===== config.mk =====
export PLATFORM = sky130hd
export DESIGN_NAME = xps2_keyq
export DESIGN_NICKNAME = d
export VERILOG_FILES = /design/src/rtl/xps2_keyq.sv
export SDC_FILE = /design/constraint.sdc
export NUM_CORES = 1
export LEC_CHECK = 0
export CORE_UTILIZATION = 45
export DETAILED_ROUTE_END_ITERATION = 10
export GPL_ROUTABILITY_DRIVEN = 0
export GPL_TIMING_DRIVEN = 0
export HOLD_SLACK_MARGIN = 0.1
export PLACE_DENSITY = 0.69
export SLEW_MARGIN = 10
export SYNTH_ARGS = -nofsm -noshare
export SYNTH_HDL_FRONTEND = slang
export SYNTH_SLANG_ARGS = --single-unit

===== constraint.sdc =====
create_clock -name clk -period 4.03 [get_ports clk]
set_clock_uncertainty 0.1 [all_clocks]
set_input_delay 0.403 -clock clk [delete_from_list [all_inputs] [get_ports clk]]
set_output_delay 0.403 -clock clk [all_outputs]
set_load 0.01 [all_outputs]

===== src/rtl/xps2_keyq.sv =====
// PS/2 keyboard front end for the calculator. It synchronises the raw PS/2 lines,
// deserialises 11-bit frames and strips the E0/F0 prefixes. Calculator keys are
// translated to 4-bit codes and queued in a FIFO. The controller reads the FIFO
// through a two-word bus window: addr 0 is key data (a read pops), addr 1 is status.
// Optional feature macro: PS2_PARITY_CHK_EN enables odd-parity checking and a
// saturating parity-error counter in status[23:16].
module xps2_keyq #(
  parameter int unsigned DEPTH_LOG2  = 3,
  parameter int unsigned TIMEOUT_CYC = 50000
) (
  input  logic        clk,
  input  logic        rst,
  input  logic        PS2_CLK,
  input  logic        PS2_DATA,
  input  logic        sel,
  input  logic        we,
  input  logic        addr,
  input  logic [31:0] data_in,
  output logic [31:0] data_out,
  output logic        key_avail
);

  localparam int unsigned Depth = 2 ** DEPTH_LOG2;
  localparam int unsigned TmoW  = $clog2(TIMEOUT_CYC + 1);
  localparam int unsigned CntW  = DEPTH_LOG2 + 1;

  typedef enum logic [1:0] {StIdle, StShift, StParity, StStop} rx_state_e;

  // Synchronisers: bit 0 is the newest sample, bit 1 the older one.
  logic [1:0]            r_sclk, r_sdat;
  rx_state_e             r_state, w_state_next;
  logic [2:0]            r_bit_cnt, w_bit_cnt_next;
  logic [7:0]            r_shift, w_shift_next;
  logic                  r_par, w_par_next;
  logic [TmoW-1:0]       r_tmo, w_tmo_next;
  logic                  r_ext, r_brk;
  logic [3:0]            r_mem [Depth];
  logic [DEPTH_LOG2-1:0] r_wptr, r_rptr;
  logic [CntW-1:0]       r_count;
  logic                  r_ovf;
  logic                  r_key_avail;

  logic       w_fall, w_dat, w_par_ok, w_byte_valid, w_par_err;
  logic       w_is_prefix, w_key_hit;
  logic [3:0] w_key;
  logic       w_empty, w_full, w_push_req, w_push, w_pop, w_ovf_set, w_ovf_clr;
  logic [31:0] w_status;

  assign w_fall = r_sclk[1] & ~r_sclk[0];
  assign w_dat  = r_sdat[1];

`ifdef PS2_PARITY_CHK_EN
  assign w_par_ok = ^{r_shift, r_par};
  logic [7:0] r_perr;
  logic       w_perr_clr;
  logic       w_unused;
  assign w_perr_clr = sel & we & addr & data_in[3];
  assign w_unused   = ^{data_in[31:4], data_in[1:0]};
`else
  assign w_par_ok = 1'b1;
  logic w_unused;
  assign w_unused = ^{data_in[31:3], data_in[1:0], r_par};
`endif

  // Two-flop synchronisers; idle lines are high so reset to 1 avoids a false edge.
  always_ff @(posedge clk or negedge rst) begin
    if (!rst) begin
      r_sclk <= 2'b11;
      r_sdat <= 2'b11;
    end else begin
      r_sclk <= {r_sclk[0], PS2_CLK};
      r_sdat <= {r_sdat[0], PS2_DATA};
    end
  end

  // Receiver state and datapath registers.
  always_ff @(posedge clk or negedge rst) begin
    if (!rst) begin
      r_state   <= StIdle;
      r_bit_cnt <= '0;
      r_shift   <= '0;
      r_par     <= 1'b0;
      r_tmo     <= '0;
    end else begin
      r_state   <= w_state_next;
      r_bit_cnt <= w_bit_cnt_next;
      r_shift   <= w_shift_next;
      r_par     <= w_par_next;
      r_tmo     <= w_tmo_next;
    end
  end

  // Receiver next state: frame sequencing, mid-frame timeout and byte strobe.
  always_comb begin
    w_state_next   = r_state;
    w_bit_cnt_next = r_bit_cnt;
    w_shift_next   = r_shift;
    w_par_next     = r_par;
    w_tmo_next     = '0;
    w_byte_valid   = 1'b0;
    w_par_err      = 1'b0;
    if (r_state != StIdle && !w_fall) begin
      w_tmo_next = r_tmo + 1'b1;
    end
    unique case (r_state)
      StIdle: begin
        if (w_fall && !w_dat) begin
          w_state_next   = StShift;
          w_bit_cnt_next = '0;
        end
      end
      StShift: begin
        if (w_fall) begin
          w_shift_next   = {w_dat, r_shift[7:1]};
          w_bit_cnt_next = r_bit_cnt + 1'b1;
          if (r_bit_cnt == 3'd7) w_state_next = StParity;
        end
      end
      StParity: begin
        if (w_fall) begin
          w_par_next   = w_dat;
          w_state_next = StStop;
        end
      end
      StStop: begin
        if (w_fall) begin
          w_state_next = StIdle;
          w_byte_valid = w_dat & w_par_ok;
          w_par_err    = ~w_par_ok;
        end
      end
      default: w_state_next = StIdle;
    endcase
    // No falling edge for TIMEOUT_CYC cycles: abandon the partial frame.
    if (r_state != StIdle && !w_fall && r_tmo == TmoW'(TIMEOUT_CYC - 1)) begin
      w_state_next = StIdle;
      w_tmo_next   = '0;
    end
  end

  // Scan-set-2 to calculator key translation; only 4A and 5A are valid after E0.
  always_comb begin
    w_key_hit   = 1'b1;
    w_key       = 4'h0;
    w_is_prefix = (r_shift == 8'hE0) || (r_shift == 8'hF0);
    if (r_ext) begin
      case (r_shift)
        8'h4A:   w_key = 4'hD;
        8'h5A:   w_key = 4'hE;
        default: w_key_hit = 1'b0;
      endcase
    end else begin
      case (r_shift)
        8'h45, 8'h70: w_key = 4'h0;
        8'h16, 8'h69: w_key = 4'h1;
        8'h1E, 8'h72: w_key = 4'h2;
        8'h26, 8'h7A: w_key = 4'h3;
        8'h25, 8'h6B: w_key = 4'h4;
        8'h2E, 8'h73: w_key = 4'h5;
        8'h36, 8'h74: w_key = 4'h6;
        8'h3D, 8'h6C: w_key = 4'h7;
        8'h3E, 8'h75: w_key = 4'h8;
        8'h46, 8'h7D: w_key = 4'h9;
        8'h79:        w_key = 4'hA;
        8'h7B, 8'h4E: w_key = 4'hB;
        8'h7C:        w_key = 4'hC;
        8'h5A:        w_key = 4'hE;
        8'h66:        w_key = 4'hF;
        default:      w_key_hit = 1'b0;
      endcase
    end
  end

  assign w_empty    = (r_count == '0);
  assign w_full     = (r_count == CntW'(Depth));
  assign w_pop      = sel & ~we & ~addr & ~w_empty;
  assign w_push_req = w_byte_valid & ~w_is_prefix & ~r_brk & w_key_hit;
  // When full, a push only lands if a pop frees the head slot in the same cycle.
  assign w_push     = w_push_req & (~w_full | w_pop);
  assign w_ovf_set  = w_push_req & w_full & ~w_pop;
  assign w_ovf_clr  = sel & we & addr & data_in[2];

  // Prefix tracking: E0/F0 arm flags, any other byte consumes and clears them.
  always_ff @(posedge clk or negedge rst) begin
    if (!rst) begin
      r_ext <= 1'b0;
      r_brk <= 1'b0;
    end else if (w_byte_valid) begin
      if (r_shift == 8'hE0) begin
        r_ext <= 1'b1;
      end else if (r_shift == 8'hF0) begin
        r_brk <= 1'b1;
      end else begin
        r_ext <= 1'b0;
        r_brk <= 1'b0;
      end
    end
  end

  // FIFO storage; contents are don't-care while the count says empty.
  always_ff @(posedge clk) begin
    if (w_push) r_mem[r_wptr] <= w_key;
  end

  // FIFO pointers, occupancy, sticky overflow and the lagging key_avail flag.
  always_ff @(posedge clk or negedge rst) begin
    if (!rst) begin
      r_wptr      <= '0;
      r_rptr      <= '0;
      r_count     <= '0;
      r_ovf       <= 1'b0;
      r_key_avail <= 1'b0;
    end else begin
      if (w_push) r_wptr <= r_wptr + 1'b1;
      if (w_pop)  r_rptr <= r_rptr + 1'b1;
      if (w_push && !w_pop) begin
        r_count <= r_count + 1'b1;
      end else if (w_pop && !w_push) begin
        r_count <= r_count - 1'b1;
      end
      if (w_ovf_set) begin
        r_ovf <= 1'b1;
      end else if (w_ovf_clr) begin
        r_ovf <= 1'b0;
      end
      r_key_avail <= ~w_empty;
    end
  end

`ifdef PS2_PARITY_CHK_EN
  // Saturating parity-error counter; a software clear takes priority.
  always_ff @(posedge clk or negedge rst) begin
    if (!rst) begin
      r_perr <= '0;
    end else if (w_perr_clr) begin
      r_perr <= '0;
    end else if (w_par_err && r_perr != 8'hFF) begin
      r_perr <= r_perr + 1'b1;
    end
  end
`endif

  assign key_avail = r_key_avail;

  // Status word and bus read mux; sel low forces zero.
  always_comb begin
    w_status                  = '0;
    w_status[0]               = ~w_empty;
    w_status[1]               = w_full;
    w_status[2]               = r_ovf;
    w_status[8 +: CntW]       = r_count;
`ifdef PS2_PARITY_CHK_EN
    w_status[23:16]           = r_perr;
`endif
    data_out = '0;
    if (sel) begin
      if (addr) begin
        data_out = w_status;
      end else if (!w_empty) begin
        data_out = {28'd0, r_mem[r_rptr]};
      end
    end
  end

endmodule


==> out/metrics.cfg <==
[global_route]
grt_usage_pct=18.1
overflow=0
grt_pass1_wl_um=14400
grt_antenna_before_repair=0
grt_max_degree=25
grt_pass1_vias=3069

[critical_path]
worstReg2RegEnd=r_count[3]$_DFFE_PN0P_
rr_worst_depth=15
critPathCapture=r_count[3]$_DFFE_PN0P_
arrival_ps=3770
cp-start-kind=flip-flop
r2r_start=r_shift[7]$_DFFE_PN0P_
worstSetupStartpoint=r_shift[7]$_DFFE_PN0P_
crit_required_ps=4180
critPathMaxFanout=10
regToRegSetupSlack_ps=410
endpoint_kind=flip-flop
crit_type=flip-flop to flip-flop

[power_and_ir_drop]
powerDensity_nw_per_um2=452
peakVddDrop_mv=0.319
finalPower_uw=2350
leakagePower_uw=0.00221

[floorplanning]
io-pin-count=72
die_h_um=102
std_cell_rows=36
die-area_sq_um=10500
core_area_sq_um=9770
die_w_um=102
start_util_pct=46.3

[routing]
wl_per_cell_um=14.8
routed_wl_um=8610
antenna_left=0
vias=3115
route.detailed.drc=0
drt-initial-drc-count=201
first_pass_iters=4
viasPerCell=5.37

[sta]
timing.hold.ws_ps=258
setup_violations=0
finalCritPeriodShare_pct=89.9
rsz0062_at_grt=false
final.min_clock_period_ps=3620
hold_viol=0
slew-limit-headroom_pct=51.4
fmax_ghz=0.276
drv_slew=0
worstMarginPinSlew_ps=729
finalSetupTns_ps=0

[logic_synthesis]
ys_async_sr_fraction_pct=59.5
synth_seq_cells=79
netlist_area_sq_um=4520
syn_avg_cell_area_sq_um=11.6
synthAdderAreaFrac_pct=3.76
synth_top_family_by_area=simple AND/OR/NAND/NOR gates
synth_top_area_share_pct=23.8
synth_compound_area_share_pct=8.35
synthCells=390
ys_types=73
synth_flop_cell=dfrtp_1
synth_largest_area_cell=dfrtp_1
synthXorXnorAreaFrac_pct=4.45
synth-simple-area-share_pct=19.9
synth_edf_count=32
yosysWarnings=0
synthMuxAreaShare_pct=7.33
synth.top_cells.by_area=dfrtp_1, edfxtp_1, buf_4, mux4_2, ha_1
yosysSeqAreaShare_pct=47.3

[clock_network]
cts_buffer_depth=2
cts-root-buf=clkbuf_8
cts_tree=done
cts_made_buffers=9
clk_latency_ps=350
clkSinkCount=79
clk_pin_slew_ps=90
htree_levels=3
post_cts_buffers=0

[cells_and_area]
syn_to_final_growth_pct=14.7
fin_nets=494
utilization_pct=53.1
antenna_cells=0
final_layout_size_suffix_gt1_share_pct=21.7

[place]
numPortBuffers=16
dp_hpwl_um=6260

[hold_path]
worstHoldPathCells=0
hp-class=flip-flop to flip-flop

[run]
cap_viol_max_count=0

[run_status]
status=finished, final reports clean

cell usage after synthesis, drive strengths merged (3+ instances only):
cell    number
dfrtp       43
buf         37
edfxtp      32
nor2        32
nand2       19
and3        15
xor2        13
ha          12
inv         12
o21ai       11
clkbuf      10
xnor2       10
mux2         9
nand3        9
a21oi        8
mux4         8
nand2b       8
a211oi       6
and4b        6
and4bb       6
mux2i        5
nor2b        5
or2          5
dfstp        4
nor3b        4
a21boi       3
nor3         3
nor4         3
nor4b        3
o211ai       3
worst min path at each step:
stage / startpoint / to / slack (ps)
2_1_floorplan: rst / key_avail$_DFF_PN0_ / 7
3_3_place_gp: r_sdat[0]$_DFF_PN1_ / r_sdat[1]$_DFF_PN1_ / 250
3_5_place_dp: r_sdat[0]$_DFF_PN1_ / r_sdat[1]$_DFF_PN1_ / 250
4_1_cts: r_sdat[0]$_DFF_PN1_ / r_sdat[1]$_DFF_PN1_ / 260
5_1_grt: r_sdat[0]$_DFF_PN1_ / r_sdat[1]$_DFF_PN1_ / 260
6_report: r_sdat[0]$_DFF_PN1_ / r_sdat[1]$_DFF_PN1_ / 260
metrics by stage:
step	setup WS, ps	instances	area, sq um
3_5_place_dp	189	563	4960
4_1_cts	403	580	5190
6_report	408	580	5190
2_1_floorplan	867	413	4610
5_1_grt	123	580	5190
3_3_place_gp	230	562	4940
flip-flops by register name, indices dropped and copies added (netlist names):
| name | count |
|---|---|
| r_sdat | 2 |
| key_avail | 1 |
| r_shift | 8 |
| r_state | 2 |
| r_ovf | 1 |
| r_tmo | 16 |
| r_wptr | 3 |
| r_brk | 1 |
| r_count | 4 |
| r_mem | 32 |
| r_sclk | 2 |
| r_bit_cnt | 3 |
| r_rptr | 3 |
| r_ext | 1 |
layer usage:
layer / vias to the layer above / global-route usage, % / part of all wire [%]
li1: 1485 / - / -
met1: 1521 / 22.3 / 44
met2: 98 / 31.7 / 51
met3: 11 / 4.10 / 4.3
met4: 0 / 5.38 / 1.2
met5: - / 0 / 0
timing repair:
action,4_1_cts,5_1_grt
hold buffers,1,0
hold endpoints to repair,21,0
gates resized for setup,0,0
cell usage in the layout (no fill, tap or decap), drive strengths merged, types with 10 or more instances in the layout:
cell type,instances
and3,15
conb,24
nor2,32
edfxtp,32
xor2,13
dfrtp,43
ha,12
inv,13
nand2,19
clkdlybuf4s50,15
clkbuf,20
o21ai,11
xnor2,10
buf,39
power breakdown:
part           total [uW]  internal (uW)  switching (uW)
combinational         710            325             385
clock                 649            353             295
sequential            989            927            62.3
final cells by class:
type | count | area (sq um)
fill | 863 | 4580
tap | 133 | 166
clock buffer | 10 | 128
buffer | 47 | 354
timing repair buffer | 18 | 193
multi-input combinational | 275 | 2070
clock inverter | 6 | 93.8
inverter | 12 | 45.0
sequential | 79 | 2140
kinds of logic after synthesis:
group	after synthesis
adders and majority gates	13
and+or+nand+nor	141
AOI/OAI and AO/OA	52
muxes	22
other	1
xor gates and xnor gates	23
DFF	79
buffers and inverters	59
worst max-delay path: stages, from the launching register on:
cell       delay (ps)
dfrtp_1           380
buf_6             140
nand4bb_1         290
or3_4             420
a211oi_1          390
nand2b_1          210
a21oi_4           180
buf_6             160
ha_1              200
inv_1             100
ha_1              280
a21o_1            180
a21oi_1           170
xnor2_1           130
nor2_1             60
xor2_1            140
Power figures use the tool's default switching activity.
